## src/rtl/add_reservation_station_pkg.sv

```systemverilog
// Shared definitions for the add reservation station: default widths, the reserved
// "no producer" tag and the per-entry state encoding.
package add_reservation_station_pkg;

  localparam int unsigned DefDataW = 8;
  localparam int unsigned DefTagW  = 3;
  localparam int unsigned TAG_NONE = 0;

  typedef enum logic [1:0] {
    StFree  = 2'd0,
    StWait  = 2'd1,
    StReady = 2'd2,
    StExec  = 2'd3
  } rs_state_e;

endpackage

```

## src/rtl/add_reservation_station_if.sv

```systemverilog
// Issue / CDB / dispatch bundle of the add reservation station. The master side
// issues ops, drives the CDB and the adder status; the slave is the station itself.
interface add_reservation_station_if
  import add_reservation_station_pkg::*;
#(
  parameter int unsigned DATA_W = DefDataW,
  parameter int unsigned TAG_W  = DefTagW
);
  logic              issue_valid;
  logic              issue_ready;
  logic              issue_v1;
  logic              issue_v2;
  logic [DATA_W-1:0] issue_d1;
  logic [DATA_W-1:0] issue_d2;
  logic [TAG_W-1:0]  issue_q1;
  logic [TAG_W-1:0]  issue_q2;
  logic [TAG_W-1:0]  issue_tag;
  logic              cdb_valid;
  logic [TAG_W-1:0]  cdb_tag;
  logic [DATA_W-1:0] cdb_data;
  logic              adder_ready;
  logic              disp_valid;
  logic [TAG_W-1:0]  disp_tag;
  logic [DATA_W-1:0] disp_op1;
  logic [DATA_W-1:0] disp_op2;
  logic [2:0]        busy_cnt;

  modport master (
    output issue_valid, issue_v1, issue_v2, issue_d1, issue_d2, issue_q1, issue_q2,
    output cdb_valid, cdb_tag, cdb_data, adder_ready,
    input  issue_ready, issue_tag, disp_valid, disp_tag, disp_op1, disp_op2, busy_cnt
  );

  modport slave (
    input  issue_valid, issue_v1, issue_v2, issue_d1, issue_d2, issue_q1, issue_q2,
    input  cdb_valid, cdb_tag, cdb_data, adder_ready,
    output issue_ready, issue_tag, disp_valid, disp_tag, disp_op1, disp_op2, busy_cnt
  );
endinterface

```

## src/rtl/add_reservation_station_rs_entry.sv

```systemverilog
// One reservation-station slot: lifecycle FSM, two operand value/tag/flag triples and
// CDB capture, both at issue (bypass) and while waiting (snoop).
module add_reservation_station_rs_entry
  import add_reservation_station_pkg::*;
#(
  parameter int unsigned      DATA_W  = DefDataW,
  parameter int unsigned      TAG_W   = DefTagW,
  parameter logic [TAG_W-1:0] OWN_TAG = 1
) (
  input  logic              clk,
  input  logic              rst_n,
  input  logic              alloc_i,
  input  logic              disp_i,
  input  logic              issue_v1_i,
  input  logic              issue_v2_i,
  input  logic [DATA_W-1:0] issue_d1_i,
  input  logic [DATA_W-1:0] issue_d2_i,
  input  logic [TAG_W-1:0]  issue_q1_i,
  input  logic [TAG_W-1:0]  issue_q2_i,
  input  logic              cdb_valid_i,
  input  logic [TAG_W-1:0]  cdb_tag_i,
  input  logic [DATA_W-1:0] cdb_data_i,
  output logic              is_free_o,
  output logic              is_ready_o,
  output logic [DATA_W-1:0] op1_o,
  output logic [DATA_W-1:0] op2_o
);
  localparam logic [TAG_W-1:0] NoTag = TAG_W'(TAG_NONE);

  rs_state_e         state_q, state_d;
  logic              v1_q, v1_d, v2_q, v2_d;
  logic [DATA_W-1:0] d1_q, d1_d, d2_q, d2_d;
  logic [TAG_W-1:0]  q1_q, q1_d, q2_q, q2_d;

  logic iss_hit1, iss_hit2, snp_hit1, snp_hit2, own_hit;

  assign iss_hit1 = cdb_valid_i && !issue_v1_i && issue_q1_i != NoTag && cdb_tag_i == issue_q1_i;
  assign iss_hit2 = cdb_valid_i && !issue_v2_i && issue_q2_i != NoTag && cdb_tag_i == issue_q2_i;
  assign snp_hit1 = cdb_valid_i && !v1_q && q1_q != NoTag && cdb_tag_i == q1_q;
  assign snp_hit2 = cdb_valid_i && !v2_q && q2_q != NoTag && cdb_tag_i == q2_q;
  assign own_hit  = cdb_valid_i && cdb_tag_i == OWN_TAG;

  always_ff @(posedge clk or negedge rst_n) begin
    if (!rst_n) begin
      state_q <= StFree;
      v1_q    <= 1'b0;
      v2_q    <= 1'b0;
      d1_q    <= '0;
      d2_q    <= '0;
      q1_q    <= '0;
      q2_q    <= '0;
    end else begin
      state_q <= state_d;
      v1_q    <= v1_d;
      v2_q    <= v2_d;
      d1_q    <= d1_d;
      d2_q    <= d2_d;
      q1_q    <= q1_d;
      q2_q    <= q2_d;
    end
  end

  // Operand datapath: issue (with same-cycle CDB bypass), snoop while waiting, clear on free.
  always_comb begin
    v1_d = v1_q;
    v2_d = v2_q;
    d1_d = d1_q;
    d2_d = d2_q;
    q1_d = q1_q;
    q2_d = q2_q;
    if (alloc_i) begin
      v1_d = issue_v1_i || iss_hit1;
      v2_d = issue_v2_i || iss_hit2;
      d1_d = issue_v1_i ? issue_d1_i : (iss_hit1 ? cdb_data_i : '0);
      d2_d = issue_v2_i ? issue_d2_i : (iss_hit2 ? cdb_data_i : '0);
      q1_d = issue_v1_i ? NoTag : issue_q1_i;
      q2_d = issue_v2_i ? NoTag : issue_q2_i;
    end else if (state_q == StWait) begin
      if (snp_hit1) begin
        v1_d = 1'b1;
        d1_d = cdb_data_i;
      end
      if (snp_hit2) begin
        v2_d = 1'b1;
        d2_d = cdb_data_i;
      end
    end else if (state_q == StExec && own_hit) begin
      v1_d = 1'b0;
      v2_d = 1'b0;
    end
  end

  always_comb begin
    state_d = state_q;
    unique case (state_q)
      StFree:  if (alloc_i) state_d = (v1_d && v2_d) ? StReady : StWait;
      StWait:  if (v1_d && v2_d) state_d = StReady;
      StReady: if (disp_i) state_d = StExec;
      StExec:  if (own_hit) state_d = StFree;
      default: state_d = StFree;
    endcase
  end

  always_comb begin
    is_free_o  = (state_q == StFree);
    is_ready_o = (state_q == StReady);
    op1_o      = d1_q;
    op2_o      = d2_q;
  end

endmodule

```

## src/rtl/add_reservation_station.sv

```systemverilog
// Reservation station in front of the adder: NUM_ENT slots with fixed tags, lowest-index
// allocation, lowest-index dispatch into a registered one-cycle pulse to the adder.
module add_reservation_station
  import add_reservation_station_pkg::*;
#(
  parameter int unsigned NUM_ENT  = 3,
  parameter int unsigned DATA_W   = DefDataW,
  parameter int unsigned TAG_W    = DefTagW,
  parameter int unsigned TAG_BASE = 1
) (
  input logic                      clk,
  input logic                      rst_n,
  add_reservation_station_if.slave bus
);
  logic [NUM_ENT-1:0] free_vec, ready_vec, alloc_oh, disp_oh, alloc_vec, disp_vec;
  logic [DATA_W-1:0]  ent_op1 [NUM_ENT];
  logic [DATA_W-1:0]  ent_op2 [NUM_ENT];
  logic [TAG_W-1:0]   alloc_tag, sel_tag;
  logic [DATA_W-1:0]  sel_op1, sel_op2;
  logic               issue_fire, disp_fire;
  logic [2:0]         busy_cnt;

  logic               disp_valid_q;
  logic [TAG_W-1:0]   disp_tag_q;
  logic [DATA_W-1:0]  disp_op1_q, disp_op2_q;

  for (genvar i = 0; i < NUM_ENT; i++) begin : g_ent
    add_reservation_station_rs_entry #(
      .DATA_W  (DATA_W),
      .TAG_W   (TAG_W),
      .OWN_TAG (TAG_W'(TAG_BASE + i))
    ) u_ent (
      .clk        (clk),
      .rst_n      (rst_n),
      .alloc_i    (alloc_vec[i]),
      .disp_i     (disp_vec[i]),
      .issue_v1_i (bus.issue_v1),
      .issue_v2_i (bus.issue_v2),
      .issue_d1_i (bus.issue_d1),
      .issue_d2_i (bus.issue_d2),
      .issue_q1_i (bus.issue_q1),
      .issue_q2_i (bus.issue_q2),
      .cdb_valid_i(bus.cdb_valid),
      .cdb_tag_i  (bus.cdb_tag),
      .cdb_data_i (bus.cdb_data),
      .is_free_o  (free_vec[i]),
      .is_ready_o (ready_vec[i]),
      .op1_o      (ent_op1[i]),
      .op2_o      (ent_op2[i])
    );
  end

  // Priority encoders: scanning downwards leaves the lowest-index hit selected.
  always_comb begin
    alloc_oh  = '0;
    alloc_tag = TAG_W'(TAG_NONE);
    disp_oh   = '0;
    sel_tag   = '0;
    sel_op1   = '0;
    sel_op2   = '0;
    busy_cnt  = '0;
    for (int i = NUM_ENT - 1; i >= 0; i--) begin
      if (free_vec[i]) begin
        alloc_oh    = '0;
        alloc_oh[i] = 1'b1;
        alloc_tag   = TAG_W'(TAG_BASE + i);
      end
      if (ready_vec[i]) begin
        disp_oh    = '0;
        disp_oh[i] = 1'b1;
        sel_tag    = TAG_W'(TAG_BASE + i);
        sel_op1    = ent_op1[i];
        sel_op2    = ent_op2[i];
      end
      if (!free_vec[i]) busy_cnt = busy_cnt + 3'd1;
    end
  end

  assign issue_fire = bus.issue_valid && (|free_vec);
  assign disp_fire  = bus.adder_ready && (|ready_vec);
  assign alloc_vec  = alloc_oh & {NUM_ENT{issue_fire}};
  assign disp_vec   = disp_oh & {NUM_ENT{disp_fire}};

  always_ff @(posedge clk or negedge rst_n) begin
    if (!rst_n) begin
      disp_valid_q <= 1'b0;
      disp_tag_q   <= '0;
      disp_op1_q   <= '0;
      disp_op2_q   <= '0;
    end else begin
      disp_valid_q <= disp_fire;
      if (disp_fire) begin
        disp_tag_q <= sel_tag;
        disp_op1_q <= sel_op1;
        disp_op2_q <= sel_op2;
      end
    end
  end

  assign bus.issue_ready = |free_vec;
  assign bus.issue_tag   = alloc_tag;
  assign bus.busy_cnt    = busy_cnt;
  assign bus.disp_valid  = disp_valid_q;
  assign bus.disp_tag    = disp_tag_q;
  assign bus.disp_op1    = disp_op1_q;
  assign bus.disp_op2    = disp_op2_q;

endmodule

```

## src/flat_wrapper.sv

```systemverilog
// flat-port wrapper written by rule: the top's interface ports become plain ports
module add_reservation_station_flat import add_reservation_station_pkg::*;
#(
  parameter int unsigned NUM_ENT  = 3,
  parameter int unsigned DATA_W   = DefDataW,
  parameter int unsigned TAG_W    = DefTagW,
  parameter int unsigned TAG_BASE = 1
)
  (clk, rst_n, bus_issue_valid, bus_issue_v1, bus_issue_v2, bus_issue_d1, bus_issue_d2, bus_issue_q1, bus_issue_q2, bus_cdb_valid, bus_cdb_tag, bus_cdb_data, bus_adder_ready, bus_issue_ready, bus_issue_tag, bus_disp_valid, bus_disp_tag, bus_disp_op1, bus_disp_op2, bus_busy_cnt);
  add_reservation_station_if #(.DATA_W(DATA_W), .TAG_W(TAG_W)) bus_i ();
  input logic clk;
  input logic rst_n;
  input wire logic [$bits(bus_i.issue_valid)-1:0] bus_issue_valid;
  input wire logic [$bits(bus_i.issue_v1)-1:0] bus_issue_v1;
  input wire logic [$bits(bus_i.issue_v2)-1:0] bus_issue_v2;
  input wire logic [$bits(bus_i.issue_d1)-1:0] bus_issue_d1;
  input wire logic [$bits(bus_i.issue_d2)-1:0] bus_issue_d2;
  input wire logic [$bits(bus_i.issue_q1)-1:0] bus_issue_q1;
  input wire logic [$bits(bus_i.issue_q2)-1:0] bus_issue_q2;
  input wire logic [$bits(bus_i.cdb_valid)-1:0] bus_cdb_valid;
  input wire logic [$bits(bus_i.cdb_tag)-1:0] bus_cdb_tag;
  input wire logic [$bits(bus_i.cdb_data)-1:0] bus_cdb_data;
  input wire logic [$bits(bus_i.adder_ready)-1:0] bus_adder_ready;
  output wire logic [$bits(bus_i.issue_ready)-1:0] bus_issue_ready;
  output wire logic [$bits(bus_i.issue_tag)-1:0] bus_issue_tag;
  output wire logic [$bits(bus_i.disp_valid)-1:0] bus_disp_valid;
  output wire logic [$bits(bus_i.disp_tag)-1:0] bus_disp_tag;
  output wire logic [$bits(bus_i.disp_op1)-1:0] bus_disp_op1;
  output wire logic [$bits(bus_i.disp_op2)-1:0] bus_disp_op2;
  output wire logic [$bits(bus_i.busy_cnt)-1:0] bus_busy_cnt;
  assign bus_i.issue_valid = bus_issue_valid;
  assign bus_i.issue_v1 = bus_issue_v1;
  assign bus_i.issue_v2 = bus_issue_v2;
  assign bus_i.issue_d1 = bus_issue_d1;
  assign bus_i.issue_d2 = bus_issue_d2;
  assign bus_i.issue_q1 = bus_issue_q1;
  assign bus_i.issue_q2 = bus_issue_q2;
  assign bus_i.cdb_valid = bus_cdb_valid;
  assign bus_i.cdb_tag = bus_cdb_tag;
  assign bus_i.cdb_data = bus_cdb_data;
  assign bus_i.adder_ready = bus_adder_ready;
  assign bus_issue_ready = bus_i.issue_ready;
  assign bus_issue_tag = bus_i.issue_tag;
  assign bus_disp_valid = bus_i.disp_valid;
  assign bus_disp_tag = bus_i.disp_tag;
  assign bus_disp_op1 = bus_i.disp_op1;
  assign bus_disp_op2 = bus_i.disp_op2;
  assign bus_busy_cnt = bus_i.busy_cnt;
  add_reservation_station #(.NUM_ENT(NUM_ENT), .DATA_W(DATA_W), .TAG_W(TAG_W), .TAG_BASE(TAG_BASE)) u_core (.clk(clk), .rst_n(rst_n), .bus(bus_i));
endmodule
```

## config.mk

```make
export PLATFORM = sky130hd
export DESIGN_NAME = add_reservation_station_flat
export DESIGN_NICKNAME = d
export VERILOG_FILES = /design/src/rtl/add_reservation_station_pkg.sv /design/src/rtl/add_reservation_station_if.sv /design/src/rtl/add_reservation_station_rs_entry.sv /design/src/rtl/add_reservation_station.sv /design/src/flat_wrapper.sv
export SDC_FILE = /design/constraint.sdc
export NUM_CORES = 1
export LEC_CHECK = 0
export ABC_AREA = 1
export BUFFER_PORTS_ARGS = -buffer_cell sky130_fd_sc_hd__clkbuf_2
export CAP_MARGIN = 20
export CORE_MARGIN = 2
export CORE_UTILIZATION = 45
export CTS_BUF_LIST = sky130_fd_sc_hd__clkbuf_8
export CTS_CLUSTER_DIAMETER = 100
export DETAILED_ROUTE_END_ITERATION = 8
export PLACE_DENSITY_LB_ADDON = 0.2
export SYNTH_ARGS = -nofsm -noshare
export SYNTH_HDL_FRONTEND = slang
export SYNTH_HIERARCHICAL = 1
export SYNTH_SLANG_ARGS = --single-unit
```

## constraint.sdc

```tcl
create_clock -name clk -period 2.87 [get_ports clk]
set_clock_uncertainty 0.1 [all_clocks]
set_input_delay 0.4305 -clock clk [delete_from_list [all_inputs] [get_ports clk]]
set_output_delay 0.4305 -clock clk [all_outputs]
set_load 0.02 [all_outputs]
```

==> impl_metrics.py, run 1 <==
metrics = {
    "run_status": {
        "status": "finished, final reports clean",
    },
    "setup_path": {
        "endpoint_kind": "primary output",
        "crit_required_ns": 2.34,
        "worstPathCellList": "inv_1 -> ha_1 -> inv_1 -> ha_1 -> or2_2 -> clkbuf_2",
        "cpMaxStageDelayCell": "dfrtp_1",
        "cp_max_fo": 5,
        "critical_path_class": "reg -> out",
        "start_kind": "flop",
        "arrival_ns": 1.96,
        "worst_path_largest_cell_delay_ns": 0.43,
    },
    "synthesis": {
        "yosysSeqAreaShare_pct": 36.3,
        "yosys.area.top_type": "dfrtp_1",
        "synth_edf_count": 0,
        "syn_area_per_cell_um2": 6.90,
        "synthesis.area_um2": 6680,
        "async_flop_share_pct": 100,
        "synthCells": 969,
        "synth_top_area_share_pct": 36.3,
        "ys_seq_elements": 97,
        "synth_area_leaders": "dfrtp_1 36%, nand2_1 18%, inv_1 6.3%",
        "ys_warn_count": 6,
        "synth.distinct_cells": 36,
        "ys.flop_type": "dfrtp_1",
    },
    "run": {
        "drv_cap": 0,
    },
    "sta": {
        "slew_viol_final": 0,
        "tightest_slew_ns": 0.683,
        "max_freq_ghz": 0.402,
        "fin_crit_ns": 2.49,
        "relSlewSlack_pct": 54.4,
        "rsz0062_at_grt": "false",
        "fin_crit_sh_pct": 86.7,
        "setup_violations": 0,
        "hold_viol": 0,
        "totalNegativeSetupSlack_ns": 0,
        "fin_ws_ns": 0.380,
    },
    "cts": {
        "postCtsSetupRepairBufs": 0,
        "cts_tree": "done",
        "cts_made_buffers": 9,
        "cts_sinks": 97,
        "cts_resized": 0,
        "root_buffer": "clkbuf_8",
        "clk_pin_slew_worst_paths_ns": 0.09,
        "clkLatencyLatePin_ns": 0.39,
        "cts_buffer_depth": 2,
        "hold_buffers": 1,
        "h-tree-depth": 3,
    },
    "layout": {
        "mostFrequentLayoutCells": "321 x nand2_1, 115 x inv_1, 97 x dfrtp_1, 74 x nand3_1, 69 x nor2_1",
        "areaGrowthSynthToFinish_pct": 9.01,
        "multiInputGateArea_um2": 3460,
        "drive_gt1_share_pct": 15.5,
        "diodes": 0,
        "fillers": 1539,
        "nets": 1073,
        "seq_area_um2": 2430,
        "final_common_cell": "nand2_1",
    },
    "floorplan": {
        "die-width_um": 126,
        "die-area_um2": 15800,
        "rows": 44,
        "placeableCoreArea_um2": 14500,
        "ios": 67,
        "die_h_um": 126,
        "initial_core_util_pct": 46.0,
    },
    "global_route": {
        "grt_overflow": 0,
        "grt_pass1_vias": 6191,
        "grtUsageTotal_pct": 26.0,
        "grt_max_degree": 49,
        "antenna_found_initial": 0,
        "grt_pass1_wl_mm": 32.4,
    },
    "placement": {
        "io_buffers": 64,
        "dp_hpwl_mm": 14.1,
        "routabilityCongestion": 0.852,
        "dp_slack_ns": 0.454,
    },
    "pwr": {
        "peakVddDrop_mv": 0.670,
        "power_density_nw_per_um2": 886,
        "p_leak_nw": 3.78,
    },
    "routing": {
        "drt_first_pass_iters": 5,
        "drt_iter0_markers": 398,
        "drtAntennaViolNets": 0,
        "viasPerCell": 5.34,
        "via_count": 6437,
        "totalWireLength_mm": 19.9,
        "post-route-drc-count": 0,
        "wl_per_cell_um": 16.5,
    },
    "hold_path": {
        "worstHoldPathType": "in -> reg",
    },
}
==> cells in the mapped netlist, types with 2 or more instances <==
master,instances
nand2_1,321
inv_1,113
dfrtp_1,97
nand3_1,74
nor2_1,70
o21ai_0,68
o311ai_0,24
a21oi_1,21
o21ai_1,20
ha_1,15
o22ai_1,15
buf_2,14
buf_6,12
nand2_2,12
clkbuf_1,11
nor2_2,11
inv_2,10
xnor2_1,10
nand3_2,9
buf_4,7
nand2_4,6
inv_4,4
o211ai_1,4
o311ai_1,4
a21oi_4,3
buf_1,3
nand4_1,2
==> power breakdown <==
| part | internal (mW) | total, mW | switching, mW |
|---|---|---|---|
| Combinational | 1.14 | 3.32 | 2.18 |
| Sequential | 1.94 | 2.29 | 0.350 |
| Clock | 0.335 | 0.841 | 0.506 |
| Total | 3.42 | 6.45 | 3.04 |
==> per-stage QoR <==
| step | cell area, µm² | power, mW | std cells | utilization (%) | hold WS [ns] |
|---|---|---|---|---|---|
| after CTS | 7280 | 6.48 | 1206 | 50.1 | 0.229 |
| after detailed placement | 7100 | 5.63 | 1190 | 48.9 | 0.364 |
| final | 7280 | 6.45 | 1206 | 50.1 | 0.253 |
| after global routing | 7280 | 7.03 | 1206 | 50.1 | 0.259 |
| after floorplan | 6690 | 4.72 | 970 | - | 0.0349 |
| after global placement | 7100 | 5.58 | 1190 | 48.9 | 0.357 |
==> cell type report <==
type	instances	area share, %
Multi-Input combinational cell	698	47.6
Sequential cell	97	33.3
Timing Repair Buffer	84	6.87
Inverter	128	6.75
Tap cell	184	3.16
Clock buffer	10	1.89
Clock inverter	5	0.447
==> registers in the layout, indices dropped and copies added (netlist names) <==
register                    flops
u_core/g_ent.u_ent/op1_o       24
u_core/g_ent.u_ent/q1_q         9
u_core/bus.disp_valid           1
u_core/g_ent.u_ent/op2_o       24
u_core/g_ent.u_ent/state_q      6
u_core/bus.disp_op2             8
u_core/bus.disp_op1             8
u_core/bus.disp_tag             2
u_core/g_ent.u_ent/v2_q         3
u_core/g_ent.u_ent/q2_q         9
u_core/g_ent.u_ent/v1_q         3
==> worst paths after layout <==
check / cells after the start / slack [ns] / end / startpoint
worst max-delay path: 6 / 0.38 / bus_issue_tag[0] / u_core/g_ent[1].u_ent/state_q[1]$_DFFE_PN0P_
worst min register to register: 2 / 0.38 / u_core/bus.disp_tag[1]$_DFFE_PN0P_ / u_core/bus.disp_tag[1]$_DFFE_PN0P_
worst min-delay path: 3 / 0.25 / u_core/bus.disp_tag[0]$_DFFE_PN0P_ / bus_adder_ready
min in group asynchronous: 2 / 0.50 / u_core/bus.disp_op2[6]$_DFFE_PN0P_ / rst_n
worst max register to register: 16 / 0.41 / u_core/g_ent[0].u_ent/state_q[1]$_DFFE_PN0P_ / u_core/g_ent[0].u_ent/state_q[0]$_DFFE_PN0P_
max in group asynchronous: 3 / 1.46 / u_core/g_ent[1].u_ent/q2_q[0]$_DFFE_PN0P_ / rst_n
==> cells by family (layout without fill, tap and decap cells) <==
logic type / count (synthesis) / after routing / synth area share [%]
buffers and inverters: 175 / 227 / 12.0
DFF: 97 / 97 / 36.3
other: 1 / 2 / 0.0561
adders and majority gates: 15 / 15 / 2.81
xor gates and xnor gates: 10 / 10 / 1.31
AOI/OAI and AO/OA: 161 / 161 / 14.6
and+or+nand+nor: 510 / 510 / 32.9
==> per-layer routing <==
| layer | part of all wire (%) | vias up | global-route usage, % |
|---|---|---|---|
| met5 | 0 | - | 0 |
| met4 | 2.2 | 0 | 8.08 |
| met1 | 44 | 3007 | 34.3 |
| met2 | 48 | 201 | 43.8 |
| li1 | - | 3193 | - |
| met3 | 5.7 | 36 | 4.72 |
==> critical path: cells and delay by family, from the launching register on <==
kind          cells  cell delay (ns)
fa+ha+maj         2             0.46
buf+inv           3             0.37
flops             1             0.43
simple gates      1             0.30
Power figures use the tool's default switching activity.
==> run 2: changes to the inputs <==
--- a/config.mk
+++ b/config.mk
@@ -5,7 +5,7 @@
 export SDC_FILE = /design/constraint.sdc
 export NUM_CORES = 1
 export LEC_CHECK = 0
-export ABC_AREA = 1
+export ABC_AREA = 0
 export BUFFER_PORTS_ARGS = -buffer_cell sky130_fd_sc_hd__clkbuf_2
 export CAP_MARGIN = 20
 export CORE_MARGIN = 2
==> run 2 against run 1 <==
Compared with the run above:
- final cell count shrank 24%
- sequential power shrank 16%
- critical path depth grew 4
- power shrank 29%
- synthesized cell count decreased by 33%
- clock power increased by 8.2%
- maximum frequency down 9.8%
- register-to-register slack got worse by 0.30 ns
- die area shrank 2.8%
- critical path type is now reg -> reg
- critical endpoint is now u_core/g_ent[2].u_ent/state_q[0]$_DFFE_PN0P_
- highest routed layer unchanged
==> impl_metrics.py, run 2 <==
metrics = {
    "run_status": {
        "status": "finished, final reports clean",
    },
    "synthesis": {
        "synthCells": 651,
        "yosysSeqAreaShare_pct": 37.4,
        "syn_area_per_cell_um2": 9.97,
        "synth_compound_area_share_pct": 25.1,
        "synth_top_area_share_pct": 37.4,
        "ys.flop_type": "dfrtp_1",
        "synth_fa_ha_area_share_pct": 2.89,
        "yosysMostFrequentCell": "dfrtp_1",
        "synth.distinct_cells": 81,
        "synth-xor-area-share_pct": 2.97,
        "ys_warn_count": 6,
        "async_flop_share_pct": 100,
        "synthesis.area_um2": 6490,
        "synth_common_cells": "97 x dfrtp_1, 52 x mux2i_1, 47 x nand2_1, 46 x a21oi_1, 42 x a221oi_1",
        "yosys.area.top_type": "dfrtp_1",
        "muxShareOfSynthArea_pct": 8.20,
        "ys_seq_elements": 97,
        "synth_area_leaders": "dfrtp_1 37%, mux2i_1 8.0%, a221oi_1 5.7%",
        "synth_edf_count": 0,
        "synth-simple-area-share_pct": 16.4,
        "synth_top_family_by_area": "compound AO/OA/AOI/OAI gates",
    },
    "pwr": {
        "peakVddDrop_mv": 0.263,
        "p_leak_nw": 3.36,
        "power_mw": 4.60,
        "power_density_nw_per_um2": 620,
    },
    "global_route": {
        "grt_pass1_wl_mm": 30.7,
        "grt_max_degree": 40,
        "grt_pass1_vias": 5438,
        "grt_overflow": 0,
        "antenna_found_initial": 0,
        "grtUsageTotal_pct": 26.4,
    },
    "routing": {
        "drtAntennaViolNets": 0,
        "post-route-drc-count": 0,
        "via_count": 5683,
        "totalWireLength_mm": 19.8,
        "drt_first_pass_iters": 5,
        "wl_per_cell_um": 21.4,
        "viasPerCell": 6.16,
        "drt_iter0_markers": 618,
    },
    "floorplan": {
        "die_h_um": 124,
        "die-area_um2": 15400,
        "ios": 67,
        "placeableCoreArea_um2": 14000,
        "initial_core_util_pct": 46.4,
        "die-width_um": 124,
        "rows": 43,
    },
    "setup_path": {
        "cp_max_fo": 6,
        "start_kind": "flop",
        "endpoint_kind": "flop",
        "arrival_ns": 2.94,
        "cpMaxStageDelayCell": "dfrtp_1",
        "crit_required_ns": 3.05,
        "worstPathCellList": "inv_1 -> ha_2 -> or3_1 -> and4b_2 -> buf_4 -> a21oi_1 -> o211ai_1 -> a211oi_4 -> nand3_2 -> and4_1",
        "critical_path_class": "reg -> reg",
        "worst_path_largest_cell_delay_ns": 0.41,
    },
    "layout": {
        "areaGrowthSynthToFinish_pct": 14.4,
        "multiInputGateArea_um2": 3660,
        "mostFrequentLayoutCells": "97 x dfrtp_1, 63 x clkbuf_2, 56 x buf_4, 52 x mux2i_1, 47 x nand2_1",
        "fillers": 1287,
        "diodes": 0,
        "nets": 792,
        "seq_area_um2": 2430,
        "final_common_cell": "dfrtp_1",
        "drive_gt1_share_pct": 26.5,
        "fin_area_um2": 7420,
    },
    "sta": {
        "hold_viol": 0,
        "slew_viol_final": 0,
        "setup_violations": 0,
        "max_freq_ghz": 0.362,
        "tightest_slew_ns": 0.738,
        "fin_crit_sh_pct": 96.1,
        "relSlewSlack_pct": 50.6,
        "fin_crit_ns": 2.76,
        "hold-worst-slack_ns": 0.246,
    },
    "run": {
        "drv_cap": 0,
    },
    "cts": {
        "root_buffer": "clkbuf_8",
        "cts_made_buffers": 9,
        "cts_buffer_depth": 2,
        "clkLatencyLatePin_ns": 0.40,
        "cts_tree": "done",
        "cts_sinks": 97,
        "clk_pin_slew_worst_paths_ns": 0.11,
        "h-tree-depth": 3,
    },
    "placement": {
        "dpl_cell_area_um2": 7110,
        "dp_hpwl_mm": 14.0,
        "io_buffers": 64,
        "routabilityCongestion": 0.859,
    },
    "hold_path": {
        "worstHoldPathType": "in -> reg",
    },
}
## run 2: changes by cell type after synthesis, moves of 48 or more
cell,delta
nand2_1,-274
inv_1,-80
nand3_1,-66
o21ai_0,-55
mux2i_1,+52
nor2_1,-48
## run 2: power by group
group	internal (mW)	total, mW	switching [mW]
Combinational	0.729	1.76	1.03
Clock	0.354	0.910	0.556
Sequential	1.69	1.93	0.242
Total	2.77	4.60	1.83
## run 2: metrics by stage
| step | util [%] | worst slack (ns) | TNS (ns) | instances |
|---|---|---|---|---|
| CTS | 52.2 | 0.0264 | 0 | 912 |
| floorplan | - | 0.0548 | 0 | 652 |
| global placement | 50.8 | 0.135 | 0 | 894 |
| global route | 53.1 | -0.00862 | -0.00862 | 922 |
| detailed placement | 50.8 | 0.0488 | 0 | 895 |
| finish | 53.1 | 0.111 | 0 | 922 |
## run 2: final timing paths
kind	start	end	slack, ns	depth (start not counted)
max	u_core/g_ent[1].u_ent/state_q[0]$_DFFE_PN0P_	u_core/g_ent[2].u_ent/state_q[0]$_DFFE_PN0P_	0.11	10
min	bus_issue_d2[6]	u_core/g_ent[2].u_ent/op2_o[6]$_DFFE_PN0P_	0.25	3
max reg2reg	u_core/g_ent[1].u_ent/state_q[0]$_DFFE_PN0P_	u_core/g_ent[2].u_ent/state_q[0]$_DFFE_PN0P_	0.11	10
min reg2reg	u_core/bus.disp_op1[4]$_DFFE_PN0P_	u_core/bus.disp_op1[4]$_DFFE_PN0P_	0.39	2
max in group asynchronous	rst_n	u_core/g_ent[1].u_ent/op1_o[0]$_DFFE_PN0P_	1.54	3
min in group asynchronous	rst_n	u_core/bus.disp_op2[5]$_DFFE_PN0P_	0.45	2
## run 2: repair_timing
item                                   CTS  global route
resized for setup                        0            13
setup endpoints to repair                0             4
endpoints found under the hold margin   36             0
setup buffers                            0            10
hold buffers                             1             0
## run 2: cell type report
class / instances / area share [%]
inverter: 34 / 1.72
clock inverter: 6 / 0.674
tap: 180 / 3.03
timing repair buffer: 123 / 10.7
multi-input combinational: 472 / 49.3
sequential: 97 / 32.7
clock buffer: 10 / 1.85
## run 2: logic make-up (layout without fill, tap and decap cells)
logic type	after synthesis	after routing
other	1	2
xor gates and xnor gates	22	22
AOI/OAI and AO/OA	200	200
and+or+nand+nor	180	180
muxes	53	53
buffers and inverters	83	173
adders and majority gates	15	15
DFF	97	97
## run 2: per-layer routing
| layer | global-route usage (%) | vias to the layer above | part of all wire, % |
|---|---|---|---|
| met2 | 39.1 | 233 | 44 |
| li1 | - | 2609 | - |
| met1 | 39.3 | 2822 | 47 |
| met3 | 4.62 | 19 | 7.2 |
| met4 | 7.79 | 0 | 1.4 |
| met5 | 0 | - | 0 |
## run 2: critical path, delay by kind of cell, from the launching register on
family,cells,cell delay (ns)
buf+inv,2,0.28
compound gates,3,0.65
flops,1,0.41
fa+ha+maj,1,0.22
simple gates,4,0.99
==> run 3: changes to the inputs <==
==> constraint.sdc (replaced) <==
create_clock -name clk -period 2.63 [get_ports clk]
set_clock_uncertainty 0.1 [all_clocks]
set_input_delay 0.3945 -clock clk [delete_from_list [all_inputs] [get_ports clk]]
set_output_delay 0.3945 -clock clk [all_outputs]
set_load 0.02 [all_outputs]
==> run 3 against run 2 <==
Compared with the run above:
- combinational power increased by 22%
- via count increased by 1.2%
- sequential share of layout area decreased by 1.1 points
==> impl_metrics.py, run 3 (synthesized netlist as in run 2, its figures left out) <==
metrics = {
    "run": {
        "drv_cap": 0,
    },
    "routing": {
        "drt_first_pass_iters": 6,
        "post-route-drc-count": 0,
        "wl_per_cell_um": 20.6,
        "viasPerCell": 6.07,
        "drtAntennaViolNets": 0,
        "drt_iter0_markers": 721,
        "via_count": 5750,
        "totalWireLength_mm": 19.5,
    },
    "placement": {
        "dp_cells": 923,
        "dp_slack_ns": -0.0620,
        "io_buffers": 64,
        "routabilityCongestion": 0.942,
        "dp_hpwl_mm": 14.2,
        "dpl_cell_area_um2": 7360,
    },
    "pwr": {
        "power.internal_mw": 3.15,
        "p_leak_nw": 3.49,
        "p_switching_mw": 2.02,
        "power_mw": 5.17,
        "sw_frac_of_total_pct": 39.1,
        "seq_power_share_pct": 40.6,
        "clock_power_share_pct": 18.0,
        "peakVddDrop_mv": 0.394,
        "comb_power_share_pct": 41.4,
        "power_density_nw_per_um2": 673,
    },
    "layout": {
        "diodes": 0,
        "areaGrowthSynthToFinish_pct": 18.5,
        "seq_area_um2": 2430,
        "mostFrequentLayoutCells": "97 x dfrtp_1, 81 x buf_4, 63 x clkbuf_2, 52 x mux2i_1, 47 x nand2_1",
        "final_common_cell": "dfrtp_1",
        "fin_area_um2": 7690,
        "instances_no_fill": 947,
        "nets": 818,
        "multiInputGateArea_um2": 3720,
        "fillers": 1258,
        "drive_gt1_share_pct": 29.7,
    },
    "cts": {
        "cts_buffer_depth": 2,
        "cts_tree": "done",
        "cts_sinks": 97,
        "h-tree-depth": 3,
        "clk_pin_slew_worst_paths_ns": 0.10,
        "cts_made_buffers": 9,
        "root_buffer": "clkbuf_8",
        "clkLatencyLatePin_ns": 0.38,
    },
    "sta": {
        "slew_viol_final": 0,
        "fin_crit_ns": 2.61,
        "tightest_slew_ns": 0.641,
        "hold_viol": 0,
        "hold-worst-slack_ns": 0.166,
        "fin_ws_ns": 0.0179,
        "fin_crit_sh_pct": 99.3,
        "setup_violations": 0,
        "max_freq_ghz": 0.383,
        "rsz0062_at_grt": "true",
        "relSlewSlack_pct": 57.3,
    },
    "setup_path": {
        "endpoint_kind": "flop",
        "r2r-start": "u_core/g_ent[1].u_ent/state_q[1]$_DFFE_PN0P_",
        "start_kind": "flop",
        "cp_max_fo": 3,
        "crit_required_ns": 2.79,
        "startpoint": "u_core/g_ent[1].u_ent/state_q[1]$_DFFE_PN0P_",
        "critical_path_class": "reg -> reg",
        "arrival_ns": 2.77,
    },
    "global_route": {
        "grt_overflow": 0,
        "grt_pass1_vias": 5445,
        "antenna_found_initial": 0,
        "grt_max_degree": 38,
        "grt_pass1_wl_mm": 30.3,
        "grtUsageTotal_pct": 26.1,
    },
    "floorplan": {
        "placeableCoreArea_um2": 14000,
        "die-area_um2": 15400,
        "die_h_um": 124,
        "initial_core_util_pct": 46.4,
        "die-width_um": 124,
        "ios": 67,
        "rows": 43,
    },
    "run_status": {
        "status": "finished, final reports clean",
    },
    "hold_path": {
        "min_from": "bus_issue_q2[2]",
        "worstHoldPathType": "in -> reg",
    },
}
## run 3: changes by cell type in the layout (fill, tap and decap cells not counted), moves of 2 or more
cell,previous run,this run
nor4_2,1,3
nor4_1,6,4
buf_12,2,4
buf_4,56,81
ha_4,1,3
ha_2,3,1
## run 3: power groups by stage
stage	Clock, mW	Combinational [mW]	Sequential, mW
2_1_floorplan	0	1.19	2.19
3_3_place_gp	0	1.93	2.11
3_5_place_dp	0	1.98	2.12
4_1_cts	0.950	2.00	2.09
5_1_grt	1.02	2.33	2.15
6_report	0.933	2.14	2.10
## run 3: layout make-up
cell class / instances / share of cell area [%]
Clock buffer: 9 / 1.61
Clock inverter: 6 / 0.618
Inverter: 34 / 1.69
Multi-Input combinational cell: 472 / 48.4
Sequential cell: 97 / 31.6
Tap cell: 180 / 2.93
Timing Repair Buffer: 149 / 13.2
## run 3: layer usage
| layer | vias up | routed length (µm) | global-route usage, % |
|---|---|---|---|
| li1 | 2686 | - | - |
| met1 | 2781 | 9180 | 39.5 |
| met2 | 259 | 8510 | 38.1 |
| met3 | 24 | 1430 | 4.03 |
| met4 | 0 | 384 | 8.08 |
| met5 | - | 0 | 0 |
## run 3: per-stage QoR
step	utilization, %	TNS (ns)
detailed placement	52.6	-0.0840
global placement	52.6	0
finish	55.0	0
CTS	54.0	-0.0438
floorplan	-	0
global route	55.0	-0.165
## run 3: worst paths after layout
kind / to / slack [ns] / cells past startpoint
setup / recovery: u_core/g_ent[1].u_ent/state_q[1]$_DFFE_PN0P_ / 0.02 / 10
hold / removal: u_core/g_ent[0].u_ent/q2_q[2]$_DFFE_PN0P_ / 0.17 / 2
setup reg to reg: u_core/g_ent[1].u_ent/state_q[1]$_DFFE_PN0P_ / 0.02 / 10
hold reg to reg: u_core/bus.disp_op1[4]$_DFFE_PN0P_ / 0.39 / 2
max in group asynchronous: u_core/g_ent[1].u_ent/v1_q$_DFF_PN0_ / 1.44 / 3
min in group asynchronous: u_core/g_ent[1].u_ent/state_q[0]$_DFFE_PN0P_ / 0.37 / 2
## run 3: worst max-delay path: stages (launching register included)
cell and delay, ns:
dfrtp_1 0.38, buf_4 0.11, buf_4 0.10, ha_1 0.17, nor2b_4 0.16, a21boi_1 0.08, nor4_2 0.42, a221oi_4 0.10
buf_4 0.17, and3_1 0.17, or4_1 0.52
## run 3: what timing repair did
item,in CTS,in global routing
resized for setup,2,17
pin swaps,0,14
hold buffers,1,0
setup buffers,0,7
endpoints found under the hold margin,27,0
setup endpoints to repair,2,7
